--- src/rtl/bcd_entry.sv ---
// Three-digit BCD keypad entry: debounced pushbuttons build a signed decimal number,
// which is converted to 12-bit two's complement and held until the processor acknowledges it.
module bcd_entry #(
   parameter int unsigned DEBOUNCE_CYCLES = 4
) (
   input  logic        clock,
   input  logic        reset_n,
   input  logic [3:0]  digit_in,
   input  logic        key_digit,
   input  logic        key_sign,
   input  logic        key_enter,
   input  logic        key_clear,
   input  logic        ack,
   output logic [11:0] value,
   output logic        valid,
   output logic [11:0] bcd,
   output logic        neg,
   output logic        err,
   output logic        busy
);

   localparam int unsigned CntW = (DEBOUNCE_CYCLES < 2) ? 1 : $clog2(DEBOUNCE_CYCLES);
   localparam logic [CntW-1:0] CntMax = CntW'(DEBOUNCE_CYCLES - 1);

   localparam int unsigned KDig   = 0;
   localparam int unsigned KSign  = 1;
   localparam int unsigned KEnter = 2;
   localparam int unsigned KClear = 3;

   typedef enum logic [1:0] {StEntry, StConvert, StHold} state_e;

   // ---------------------------------------------------------------------------------------
   // Key conditioning: synchronizer, debouncer, falling-edge press pulse
   // ---------------------------------------------------------------------------------------
   logic [3:0]      key_raw;
   logic [3:0]      sync1_q, sync2_q;
   logic [3:0]      deb_q, deb_d;
   logic [3:0]      deb_prev_q;
   logic [3:0]      press_q, press_d;
   logic [3:0]      armed_q, armed_d;
   logic [1:0]      settle_q, settle_d;
   logic [CntW-1:0] cnt_q [4];
   logic [CntW-1:0] cnt_d [4];

   assign key_raw = {key_clear, key_enter, key_sign, key_digit};

   always_comb begin
      deb_d    = deb_q;
      armed_d  = armed_q;
      settle_d = settle_q;
      for (int i = 0; i < 4; i++) begin
         cnt_d[i] = '0;
      end
      if (settle_q != 2'd2) begin
         settle_d = settle_q + 2'd1;
      end
      for (int i = 0; i < 4; i++) begin
         if (sync2_q[i] != deb_q[i]) begin
            if (cnt_q[i] == CntMax) begin
               deb_d[i] = sync2_q[i];
            end else begin
               cnt_d[i] = cnt_q[i] + 1'b1;
            end
         end
         // A key only becomes usable once it has been seen released after reset.
         if (settle_q == 2'd2 && sync2_q[i]) begin
            armed_d[i] = 1'b1;
         end
      end
      press_d = deb_prev_q & ~deb_q & armed_q;
   end

   always_ff @(posedge clock or negedge reset_n) begin
      if (!reset_n) begin
         sync1_q    <= '1;
         sync2_q    <= '1;
         deb_q      <= '1;
         deb_prev_q <= '1;
         press_q    <= '0;
         armed_q    <= '0;
         settle_q   <= '0;
         for (int i = 0; i < 4; i++) begin
            cnt_q[i] <= '0;
         end
      end else begin
         sync1_q    <= key_raw;
         sync2_q    <= sync1_q;
         deb_q      <= deb_d;
         deb_prev_q <= deb_q;
         press_q    <= press_d;
         armed_q    <= armed_d;
         settle_q   <= settle_d;
         for (int i = 0; i < 4; i++) begin
            cnt_q[i] <= cnt_d[i];
         end
      end
   end

   // ---------------------------------------------------------------------------------------
   // Entry / conversion FSM
   // ---------------------------------------------------------------------------------------
   state_e      state_q, state_d;
   logic [11:0] bcd_q, bcd_d;
   logic [1:0]  dcnt_q, dcnt_d;
   logic        neg_q, neg_d;
   logic        err_q, err_d;
   logic [9:0]  acc_q, acc_d;
   logic [1:0]  step_q, step_d;
   logic [11:0] value_q, value_d;
   logic        valid_q, valid_d;
   logic        busy_q, busy_d;
   logic [3:0]  cur_digit;
   logic [9:0]  acc_next;

   always_comb begin
      state_d = state_q;
      bcd_d   = bcd_q;
      dcnt_d  = dcnt_q;
      neg_d   = neg_q;
      err_d   = err_q;
      acc_d   = acc_q;
      step_d  = step_q;
      value_d = value_q;

      unique case (step_q)
         2'd0:    cur_digit = bcd_q[11:8];
         2'd1:    cur_digit = bcd_q[7:4];
         default: cur_digit = bcd_q[3:0];
      endcase
      acc_next = acc_q * 10'd10 + {6'd0, cur_digit};

      unique case (state_q)
         StEntry: begin
            if (press_q[KClear]) begin
               bcd_d  = '0;
               dcnt_d = '0;
               neg_d  = 1'b0;
               err_d  = 1'b0;
            end else if (press_q[KEnter]) begin
               err_d   = 1'b0;
               acc_d   = '0;
               step_d  = '0;
               state_d = StConvert;
            end else if (press_q[KSign]) begin
               neg_d = ~neg_q;
            end else if (press_q[KDig]) begin
               if (digit_in > 4'd9) begin
                  err_d = 1'b1;
               end else begin
                  err_d = 1'b0;
                  if (dcnt_q != 2'd3) begin
                     bcd_d  = {bcd_q[7:0], digit_in};
                     dcnt_d = dcnt_q + 2'd1;
                  end
               end
            end
         end
         StConvert: begin
            acc_d  = acc_next;
            step_d = step_q + 2'd1;
            if (step_q == 2'd2) begin
               value_d = neg_q ? (12'd0 - {2'b00, acc_next}) : {2'b00, acc_next};
               state_d = StHold;
            end
         end
         StHold: begin
            // Ack outranks clear; both leave the entered digits and sign cleared.
            if (ack || press_q[KClear]) begin
               state_d = StEntry;
               bcd_d   = '0;
               dcnt_d  = '0;
               neg_d   = 1'b0;
               err_d   = 1'b0;
            end
         end
         default: state_d = StEntry;
      endcase

      valid_d = (state_d == StHold);
      busy_d  = (state_d != StEntry);
   end

   always_ff @(posedge clock or negedge reset_n) begin
      if (!reset_n) begin
         state_q <= StEntry;
         bcd_q   <= '0;
         dcnt_q  <= '0;
         neg_q   <= 1'b0;
         err_q   <= 1'b0;
         acc_q   <= '0;
         step_q  <= '0;
         value_q <= '0;
         valid_q <= 1'b0;
         busy_q  <= 1'b0;
      end else begin
         state_q <= state_d;
         bcd_q   <= bcd_d;
         dcnt_q  <= dcnt_d;
         neg_q   <= neg_d;
         err_q   <= err_d;
         acc_q   <= acc_d;
         step_q  <= step_d;
         value_q <= value_d;
         valid_q <= valid_d;
         busy_q  <= busy_d;
      end
   end

   assign value = value_q;
   assign valid = valid_q;
   assign bcd   = bcd_q;
   assign neg   = neg_q;
   assign err   = err_q;
   assign busy  = busy_q;

endmodule

--- config.mk ---
export PLATFORM = sky130hd
export DESIGN_NAME = bcd_entry
export DESIGN_NICKNAME = d
export VERILOG_FILES = /design/src/rtl/bcd_entry.sv
export SDC_FILE = /design/constraint.sdc
export NUM_CORES = 1
export LEC_CHECK = 0
export CELL_PAD_IN_SITES_DETAIL_PLACEMENT = 1
export CELL_PAD_IN_SITES_GLOBAL_PLACEMENT = 2
export CORE_MARGIN = 2
export CORE_UTILIZATION = 39
export CTS_BUF_LIST = sky130_fd_sc_hd__clkbuf_4
export CTS_CLUSTER_DIAMETER = 80
export CTS_CLUSTER_SIZE = 25
export DETAILED_ROUTE_END_ITERATION = 16
export HOLD_SLACK_MARGIN = 0.02
export PLACE_DENSITY_LB_ADDON = 0.05
export REMOVE_ABC_BUFFERS = 1
export SYNTH_ARGS = -nofsm -noshare
export SYNTH_HDL_FRONTEND = slang
export SYNTH_SLANG_ARGS = --single-unit
--- constraint.sdc ---
create_clock -name clock -period 4 [get_ports clock]
set_input_delay 0.8 -clock clock [delete_from_list [all_inputs] [get_ports clock]]
set_output_delay 0.8 -clock clock [all_outputs]
set_load 0.02 [all_outputs]
Yosys cells after proc, flatten, opt, wreduce, memory -nomap -nowiden. Index checks and enable logic that the tools add are counted.

Output and inout port bits: 28. Input port bits: 11. Logic and storage cells: 136. Register bits after elaboration: 78.

Mux-type cells: 48. Magnitude comparators: 1. Reduce and logical (&&, ||, !) cells: 19. Multiply operators: 1. Equality and inequality tests: 27. Add/subtract/negate cells: 9. Bitwise logic cells: 4.

Operators by type and width (number): $mux 12 (8); $mux 2 (21); $pmux 12 s2 (1); $mux 10 (2); $pmux 10 s2 (1); $ne 3x3->1 const B (6); $eq 2x2->1 const B (8); $add 2x1->2 const B (7); $sub 1x10->11 const A (1); $add 10x4->10 (1); $mul 10x3->9 const B (1); $ne 2x2->1 const B (5); $reduce_and 2->1 (5); $mux 1 (9); $and 4x4->4 (2); $ne 4x4->1 const B (2); $pmux 2 s2 (2); $pmux 4 s2 (1); $reduce_and 4->1 (2); $reduce_and 7->1 (1); $pmux 2 s3 (1); $reduce_bool 2->1 (3); $eq 2x1->1 const B (2); $gt 4x4->1 const B (1); other kinds (8) (16).

Depth between registers and ports, before layout. Gate-level depths: netlist of the first run.

Word-level depth: 8. Gate-level depth with buffers: 14. Mapped depth without buffers: 14.

Least setup slack after synthesis of the first run. Ideal clock, no wire load.

Kind: reg-to-reg. Start point: register acc_q[1]. End point: register value_q[10], in the netlist value[10]. Path buffers: 0. Stages on the path, launching flop included: 11. Path slack: 1.186 ns. Library setup time: 0.076 ns. Arrival time: 2.738 ns. Period minus slack after synthesis: 2.814 ns. Required time: 3.924 ns. Cell sequence: dfrtp_1 ha_1 ha_1 fa_1 a21o_1 a21oi_2 xnor2_2 nand3_2 xnor3_1 nor4b_2 o21ai_1.

Word-level cells in the longest chain between the ends: 4.

RTL lines: start, declared (RTL line 107) `logic [9:0] acc_q, acc_d;`; start signal, assigned (RTL line 190) `acc_q <= '0;`; start signal, assigned (RTL line 201) `acc_q <= acc_d;`; $mul 10x3->9 (RTL line 130) `acc_next = acc_q * 10'd10 + {6'd0, cur_digit};`; $add 10x4->10 (RTL line 130); $sub 1x10->11 (RTL line 162) `value_d = neg_q ? (12'd0 - {2'b00, acc_next}) : {2'b00, acc_next};`; $mux 12 (RTL line 162); end signal, assigned (RTL line 203) `value_q <= value_d;`; end, declared (RTL line 109) `logic [11:0] value_q, value_d;`.

Every way passes these cells. A chain may end at the register's enable or synchronous reset.

Worst setup path after layout of the first run.
Start point: register step_q[0]. End point: register value_q[6], in the netlist value[6].

Word-level cells in the longest chain between the ends: 5. Elaborated cells between the ends (all ways): 8. Classes of those cells: add/sub: 2; eq/ne: 2; mux: 2; reduce/logical: 2.

RTL lines: start, declared (RTL line 108) `logic [1:0] step_q, step_d;`; start signal, assigned (RTL line 202) `step_q <= step_d;`; $eq 2x1->1 / $logic_not 2->1 (equally long branches) (RTL line 125) `unique case (step_q)`; $pmux 4 s2 (RTL line 125); $add 10x4->10 (RTL line 130); $sub 1x10->11 (RTL line 162); $mux 12 (RTL line 162).

Several ways; a longest one is shown, not always the timed one.

==> flow_summary.json, run 1 <==
{
  "start_kind": "flop",
  "status": "completed",
  "switchingPower_mw": 1.71,
  "max_freq_mhz": 318,
  "ys_ff_latch": 76,
  "period_minus_slack_ns": 3.14,
  "synthTopCellsByArea": "dfrtp_1 40%, dfstp_2 11%, ha_1 8.0%",
  "dieArea_mm2": 0.0104,
  "clkPwrFrac_pct": 13.6,
  "synthToLayoutAreaGrowth_pct": 18.1,
  "p_leak_nw": 2.00,
  "drt_iter0_markers": 74,
  "reg2reg_to": "value[6]",
  "clkTransAtPathRegs_ns": 0.12,
  "fin_crit_sh_pct": 78.5,
  "hpwlAfterDp_mm": 5.81,
  "fin_ws_ns": 0.860,
  "worst_skew_pair.late_latency_ns": 0.40,
  "dp_cells": 505,
  "antennaDiodeCount": 0,
  "wirelength_mm": 8.01,
  "holdWs_ns": 0.357,
  "hold_depth": 0,
  "layout-drive-gt1-share_pct": 13.8,
  "p_sw_share_pct": 43.5,
  "totalNegativeSetupSlack_ns": 0,
  "syn_avg_cell_area_um2": 10.8,
  "cts_buffers": 9,
  "use_met2_pct": 27.4,
  "drv_slew": 0,
  "syn_inst": 347,
  "grt_setup_unrepaired": "no",
  "cts_max_level": 3,
  "yosysWarnings": 0,
  "pre_cts_ws_ns": 0.898,
  "grt_pass1_vias": 2759,
  "cts_hold_buf": 0,
  "sequentialPowerShare_pct": 33.7,
  "synthFlopType": "dfrtp_1",
  "fin_skew_ns": 0.0126,
  "yosysUniqueCellTypes": 50,
  "cts_resized": 0,
  "comb_power_share_pct": 52.7,
  "critPathKind": "flop to flop",
  "core_area_mm2": 0.00928,
  "post_cts_buffers": 0,
  "root_buffer": "clkbuf_4",
  "synth_top_cell_by_area": "dfrtp_1",
  "wl_per_cell_um": 15.4,
  "vias": 2627,
  "cp.arrival_ns": 3.41,
  "reg2reg_slack_ns": 0.86,
  "worstMarginPinSlew_ns": 0.971,
  "r2r_start": "step_q[0]",
  "p_int_mw": 2.22,
  "grt_use_met3_pct": 4.17,
  "busiest_layer": "met2",
  "finalSetupViolCount": 0,
  "cts_sinks": 76,
  "endpoint_kind": "flop",
  "hp-class": "flop to flop",
  "overflow": 0,
  "final_nets": 424,
  "initial_core_util_pct": 40.2,
  "multiInputGateArea_mm2": 0.00175,
  "vdd.ir_drop.worst_uv": 264,
  "post-route-drc-count": 0,
  "place_area_mm2": 0.00425,
  "fin_cells": 521,
  "drv_cap": 0,
  "grtUsageTotal_pct": 17.3,
  "fillers": 1031,
  "relSlewSlack_pct": 35.3,
  "syn_area_mm2": 0.00374,
  "firstDrtPassIters": 4,
  "portBuffers": 38,
  "cts_tree": "yes",
  "yosys.area.top_type_share_pct": 40.2,
  "required_ns": 4.27,
  "io_pins": 39,
  "register_area_mm2": 0.00192,
  "hold_viol_final": 0,
  "die_w_um": 102,
  "grt_pass1_wl_mm": 13.9,
  "crit_fanout": 5,
  "row_count": 35,
  "place.gp.congestion": 0.802,
  "rr_worst_depth": 12,
  "use_met1_pct": 23.8,
  "worstHoldEndpoint": "sync2_q[1]",
  "synth-edff-count": 0,
  "fin_area_mm2": 0.00441,
  "hp-start": "sync1_q[1]",
  "synth-seq-area-share_pct": 51.4,
  "cts_buffer_depth": 2,
  "vias_per_cell": 5.04,
  "synth-async-reset-ratio_pct": 100,
  "grt_max_degree": 77,
  "antenna_found_initial": 0,
  "die_y_um": 102,
  "power_density_mw_per_mm2": 890,
  "ant_nets": 0
}
[layout by cell type (no fill, tap or decap), types with 4 or more instances in the layout]
cell type,n
dfrtp_1,60
nand2_1,56
o21ai_0,37
clkdlybuf4s50_1,37
ha_1,24
dfstp_2,16
xnor2_1,15
nor2_1,15
nand3_1,13
clkbuf_4,10
nor2b_1,8
a21o_1,7
xor2_1,7
nor3_1,6
a21oi_1,6
nand2b_1,5
inv_1,5
a22o_1,5
o21ai_1,5
a22oi_1,4
mux2_2,4
buf_4,4
[power groups by stage]
stage	registers, mW	logic, mW	clock network [mW]
after floorplan	1.39	1.34	0
after global placement	1.34	2.06	0
after detailed placement	1.34	2.09	0
after CTS	1.33	2.10	0.558
after global routing	1.37	2.34	0.593
final	1.32	2.07	0.533
[synthesized netlist by cell type (4+ instances only)]
cell type,count
xor2_1,7
dfrtp_1,60
a22oi_1,4
nor3_1,6
dfstp_2,16
nor2b_1,8
inv_1,5
xnor2_1,15
a21oi_1,6
nand2b_1,5
nand3_1,13
ha_1,24
a21o_1,7
o21ai_0,37
o21ai_1,5
a22o_1,5
nand2_1,56
mux2_2,4
nor2_1,15
clkbuf_1,10
[layout make-up]
class	count	share of cell area, %
Sequential cell	76	43.6
Timing Repair Buffer	41	9.08
Clock buffer	10	1.70
Clock inverter	6	2.01
Tap cell	129	3.66
Multi-Input combinational cell	254	39.6
Inverter	5	0.425
[sequential cells by signal, summed over array words and instances (netlist names), 2 cells and up]
name and cells:
armed_q 4, acc_q 9, press_q 4, settle_q 2, dcnt_q 2, value 11, step_q 2, deb_prev_q 4
sync2_q 4, sync1_q 4, bcd 12, cnt_q 8, state_q 2, deb_q 4
[worst max-delay path: stages, from the launching register on]
cell and delay, ns:
dfrtp_1 0.41, inv_1 0.08, ha_1 0.26, a22oi_1 0.20
nand2_1 0.09, ha_1 0.22, fa_1 0.44, a21oi_1 0.38
nor2b_1 0.12, xor2_1 0.38, o21ai_0 0.19, xnor2_1 0.17
o21ai_0 0.09
[kinds of logic after synthesis]
logic type	count (synthesis)	synth area share [%]
AND/OR/NAND/NOR	118	15.6
AO/OA/AOI/OAI	78	13.2
flip-flops	76	51.4
XOR/XNOR	26	7.07
adder cells (fa/ha/maj)	26	9.11
buffers and inverters	17	1.84
multiplexers	6	1.74
[how the worst max path moves through the flow]
stage	startpoint	end	depth (start not counted)
floorplan	acc_q[1]	value[10]	10
global placement	step_q[0]	value[6]	13
detailed placement	step_q[0]	value[6]	13
CTS	step_q[0]	value[6]	12
global route	step_q[1]	value[6]	13
finish	step_q[0]	value[6]	12
[through the flow]
step	utilization, %	total power [mW]
floorplan	-	2.73
global placement	45.8	3.40
detailed placement	45.8	3.44
CTS	47.5	3.99
global route	47.5	4.31
finish	47.5	3.93
[per-layer routing]
| metal | up-vias | share of wire (%) |
|---|---|---|
| met4 | 0 | 0.74 |
| met5 | - | 0 |
| met1 | 1308 | 49 |
| li1 | 1282 | - |
| met3 | 4 | 2.4 |
| met2 | 33 | 48 |
Note: power is estimated with default switching activity, not from simulation.
==> inputs of run 2 (changes only) <==
Clock period 4 ns to 3.1 ns, I/O delays scaled along.
==> flow_summary.json, run 2 (same netlist as run 1, synthesis figures left out) <==
{
  "status": "completed",
  "post-route-drc-count": 0,
  "endpoint_kind": "flop",
  "largest_reg_flops": 12,
  "wl_met2_mm": 4.02,
  "vias_per_cell": 5.07,
  "fin_area_mm2": 0.00445,
  "place.gp.congestion": 0.771,
  "hpwlAfterDp_mm": 5.85,
  "cts_sinks": 76,
  "crit_fanout": 6,
  "layout-drive-gt1-share_pct": 17.6,
  "cts_tree": "yes",
  "vias": 2667,
  "cts_max_level": 3,
  "core_area_mm2": 0.00928,
  "wl_met3_um": 216,
  "place_area_mm2": 0.00428,
  "final_nets": 429,
  "wl_per_cell_um": 15.3,
  "antenna_found_initial": 0,
  "worstMarginPinSlew_ns": 0.957,
  "finalSetupViolCount": 0,
  "wirelength_mm": 8.07,
  "dieArea_mm2": 0.0104,
  "p_leak_nw": 2.00,
  "wl_met1_mm": 3.77,
  "totalNegativeSetupSlack_ns": 0,
  "grtUsageTotal_pct": 17.3,
  "drv_cap": 0,
  "ant_nets": 0,
  "drt_iter0_markers": 56,
  "period_minus_slack_ns": 2.95,
  "antennaDiodeCount": 0,
  "cp.arrival_ns": 3.25,
  "die_w_um": 102,
  "final_common_cell": "dfrtp_1",
  "vdd.ir_drop.worst_uv": 365,
  "cts_buffer_depth": 2,
  "worst_skew_pair.late_latency_ns": 0.42,
  "initial_core_util_pct": 40.2,
  "hold_viol_final": 0,
  "reg2reg_slack_ns": 0.15,
  "grt_max_degree": 77,
  "fin_skew_ns": 0.0242,
  "required_ns": 3.40,
  "dp_cells": 509,
  "grt_pass1_vias": 2738,
  "power_density_mw_per_mm2": 1140,
  "root_buffer": "clkbuf_4",
  "max_freq_mhz": 339,
  "clkTransAtPathRegs_ns": 0.13,
  "hp-class": "input port to asynchronous set/reset pin",
  "critPathKind": "flop to flop",
  "grt_pass1_wl_mm": 13.9,
  "synthToLayoutAreaGrowth_pct": 19.2,
  "cts_buffers": 9,
  "row_count": 35,
  "io_pins": 39,
  "grt_setup_unrepaired": "no",
  "relSlewSlack_pct": 36.2,
  "die_y_um": 102,
  "overflow": 0,
  "drv_slew": 0,
  "firstDrtPassIters": 4,
  "dr.max_layer_used": "met4",
  "portBuffers": 38,
  "mostFrequentLayoutCells": "60 x dfrtp_1, 56 x nand2_1, 37 x o21ai_0, 37 x clkdlybuf4s50_1, 22 x ha_1",
  "fin_total_pwr_mw": 5.09,
  "fin_crit_sh_pct": 95.1,
  "start_kind": "flop",
  "post-route-util_pct": 48.0,
  "fin_cells": 526
}
==> run 2: cell count changes in the layout (fill, tap and decap cells not counted), sizes merged <==
| cell | change |
|---|---|
| buf | +5 |
| bufinv | -2 |
| clkbuf | -1 |
| clkinv | -2 |
| clkinvlp | +1 |
| inv | +4 |
==> run 2: worst paths after layout <==
check                            from          to  cells after the start
min in group clock         sync1_q[2]  sync2_q[2]                      0
max in group asynchronous     reset_n    acc_q[0]                      1
min reg2reg                sync1_q[2]  sync2_q[2]                      0
max                          acc_q[1]    value[9]                     10
min                           reset_n    acc_q[5]                      1
max reg2reg                  acc_q[1]    value[9]                     10
==> run 2: power breakdown <==
part | switching [mW] | internal, mW | leakage, nW
combinational | 1.59 | 1.25 | 1.01
sequential | 0.322 | 1.38 | 0.922
clock | 0.380 | 0.177 | 0.0653
total | 2.29 | 2.80 | 2.00
==> run 2: layout make-up <==
class / count / area (um2)
clock buffers: 9 / 67.6
clock inverters: 7 / 57.6
fillers: 1060 / 4830
inverters: 5 / 18.8
multi-input cells: 254 / 1790
flip-flops and latches: 76 / 1920
well taps: 129 / 161
repair buffers: 46 / 438
==> run 2: stage by stage <==
stage / setup WS (ns) / hold WS [ns]
floorplan: 0.285 / 0.324
finish: 0.153 / 0.330
global placement: 0.131 / 0.346
detailed placement: 0.0778 / 0.348
CTS: 0.0272 / 0.360
global route: 0.00109 / 0.362
==> run 2: per-layer routing <==
metal  track usage [%]  vias up
li1                  -     1286
met1              23.3     1336
met2              29.2       38
met3              3.49        7
met4              3.38        0
met5                 0        -
==> run 2: repair_timing <==
| action | in CTS | in global routing |
|---|---|---|
| endpoints found under the setup margin | 1 | 5 |
| endpoints found under the hold margin | 0 | 0 |
| gates resized for setup | 1 | 9 |
| pin swaps | 0 | 2 |
| buffers inserted | 0 | 1 |
| hold buffers | 0 | 0 |
==> run 2: critical path, cell delays in order, from the launching register on <==
cell and delay (ns):
dfrtp_1 0.46, ha_1 0.32, ha_1 0.25, fa_2 0.47
xor2_2 0.26, nand3_2 0.18, nor4_4 0.24, xor2_1 0.17
o31ai_2 0.28, xnor2_1 0.14, o21ai_1 0.07
==> inputs of run 3 (changes only) <==
Settings changed: CORE_MARGIN 2 to 3, CORE_UTILIZATION 39 to 35.
Clock period 3.1 ns to 2.6 ns, I/O delays scaled along.
==> flow_summary.json, run 3 (same netlist as run 1, synthesis figures left out) <==
{
  "status": "complete, but fails checks",
  "violations": "negative setup slack",
  "post-route-drc-count": 0,
  "mostFrequentLayoutCells": "60 x dfrtp_1, 55 x buf_4, 53 x nand2_1",
  "wl_per_cell_um": 15.7,
  "root_buffer": "clkbuf_4",
  "p_leak_nw": 2.28,
  "synthToLayoutAreaGrowth_pct": 35.1,
  "worstMarginPinSlew_ns": 0.951,
  "die_w_um": 109,
  "p_int_mw": 4.26,
  "reg2reg_slack_ns": -0.10,
  "max_freq_mhz": 370,
  "place.gp.congestion": 0.774,
  "rr_worst_depth": 13,
  "start_kind": "flop",
  "grt_pass1_wl_mm": 14.8,
  "vdd.ir_drop.worst_uv": 513,
  "grtUsageTotal_pct": 16.2,
  "final_nets": 480,
  "critPathKind": "flop to flop",
  "fin_skew_ns": 0.0151,
  "slowest_stage": "dfrtp_1",
  "drt_iter0_markers": 49,
  "worstPathCellList": "buf_6, ha_4, a22oi_2, nand2_2, ha_4, a21o_1, a21oi_4, buf_4, nor4_4, xor2_2, o31ai_2, xnor2_1, o21ai_1",
  "crit_fanout": 5,
  "cts_hold_buf": 0,
  "vias_per_cell": 4.91,
  "row_count": 37,
  "hpwlAfterDp_mm": 6.60,
  "drv_slew": 0,
  "place_area_mm2": 0.00464,
  "critPathMaxStageDelay_ns": 0.44,
  "dieArea_mm2": 0.0119,
  "antennaDiodeCount": 0,
  "die_y_um": 109,
  "wirelength_mm": 9.18,
  "critPathTopFamily": "compound AO/OA/AOI/OAI gates",
  "cts_buffer_depth": 2,
  "core_area_mm2": 0.0104,
  "fin_crit_sh_pct": 104,
  "endpoint_kind": "flop",
  "r2r_start": "step_q[0]",
  "antenna_found_initial": 0,
  "fillers": 1138,
  "p_sw_share_pct": 41.9,
  "fin_area_mm2": 0.00505,
  "required_ns": 2.92,
  "hold_viol_final": 0,
  "grt_setup_unrepaired": "yes",
  "cts_sinks": 76,
  "period_minus_slack_ns": 2.70,
  "cp.buffers_inverters": 2,
  "grt_max_degree": 43,
  "reg2reg_to": "value[9]",
  "cts_buffers": 9,
  "portBuffers": 38,
  "holdWs_ns": 0.0488,
  "drv_cap": 0,
  "switchingPower_mw": 3.08,
  "firstDrtPassIters": 4,
  "hp-class": "input port to asynchronous set/reset pin",
  "initial_core_util_pct": 36.0,
  "grt_pass1_vias": 2962,
  "totalNegativeSetupSlack_ns": -0.330,
  "cts_tree": "yes",
  "power_density_mw_per_mm2": 1450,
  "clkTransAtPathRegs_ns": 0.13,
  "relSlewSlack_pct": 36.4,
  "post-route-util_pct": 48.7,
  "worst_skew_pair.late_latency_ns": 0.42,
  "final_common_cell": "dfrtp_1",
  "clkPwrFrac_pct": 10.1,
  "vias": 2868,
  "overflow": 0,
  "ant_nets": 0,
  "io_pins": 39,
  "layout-drive-gt1-share_pct": 31.3,
  "comb_power_share_pct": 63.4,
  "finalSetupViolCount": 6,
  "worst_path_most_repeated_cell": "ha_4",
  "cp.arrival_ns": 3.02,
  "pre_cts_ws_ns": -0.369,
  "sequentialPowerShare_pct": 26.5,
  "cts_max_level": 3,
  "fin_ws_ns": -0.101,
  "largest_reg_flops": 12
}
[run 3: cell type report]
| class | count | area [um2] | share of cell area, % |
|---|---|---|---|
| sequential | 76 | 1920 | 38.1 |
| clock buffer | 9 | 67.6 | 1.34 |
| inverter | 5 | 18.8 | 0.372 |
| clock inverter | 7 | 75.1 | 1.49 |
| tap | 136 | 170 | 3.37 |
| timing repair buffer | 97 | 848 | 16.8 |
| multi-input combinational | 254 | 1950 | 38.5 |
[run 3: worst max-delay path by stage]
stage	startpoint	to	slack (ns)	depth (start not counted)
2_1_floorplan	acc_q[1]	value[10]	-0.21	10
3_3_place_gp	step_q[0]	value[6]	-0.25	12
3_5_place_dp	step_q[0]	value[6]	-0.37	12
4_1_cts	step_q[0]	value[8]	-0.12	13
5_1_grt	step_q[0]	value[9]	-0.24	11
6_report	step_q[0]	value[9]	-0.10	13
[run 3: power groups by stage]
stage               logic (mW)  registers [mW]  clock network, mW
finish                    4.65            1.94              0.739
global route              5.13            2.00              0.838
CTS                       4.53            1.95              0.775
detailed placement        4.11            1.98                  0
global placement          4.04            1.96                  0
floorplan                 2.07            2.14                  0
[run 3: layer usage]
metal  track usage [%]  vias to the layer above  wire, um
met5                 0                        -         0
met4              4.01                        0        95
met3              3.23                        8       206
met2              28.0                       33      4660
met1              20.8                     1434      4220
li1                  -                     1393         -
[run 3: repair_timing]
action,CTS,global route
setup endpoints to repair,11,10
resized for setup,29,15
setup buffers,5,2
pin swaps,19,17
[run 3: metrics by stage]
stage,power [mW],cells
finish,7.34,584
global route,7.97,584
CTS,7.26,582
detailed placement,6.09,561
global placement,6.00,561
floorplan,4.21,335
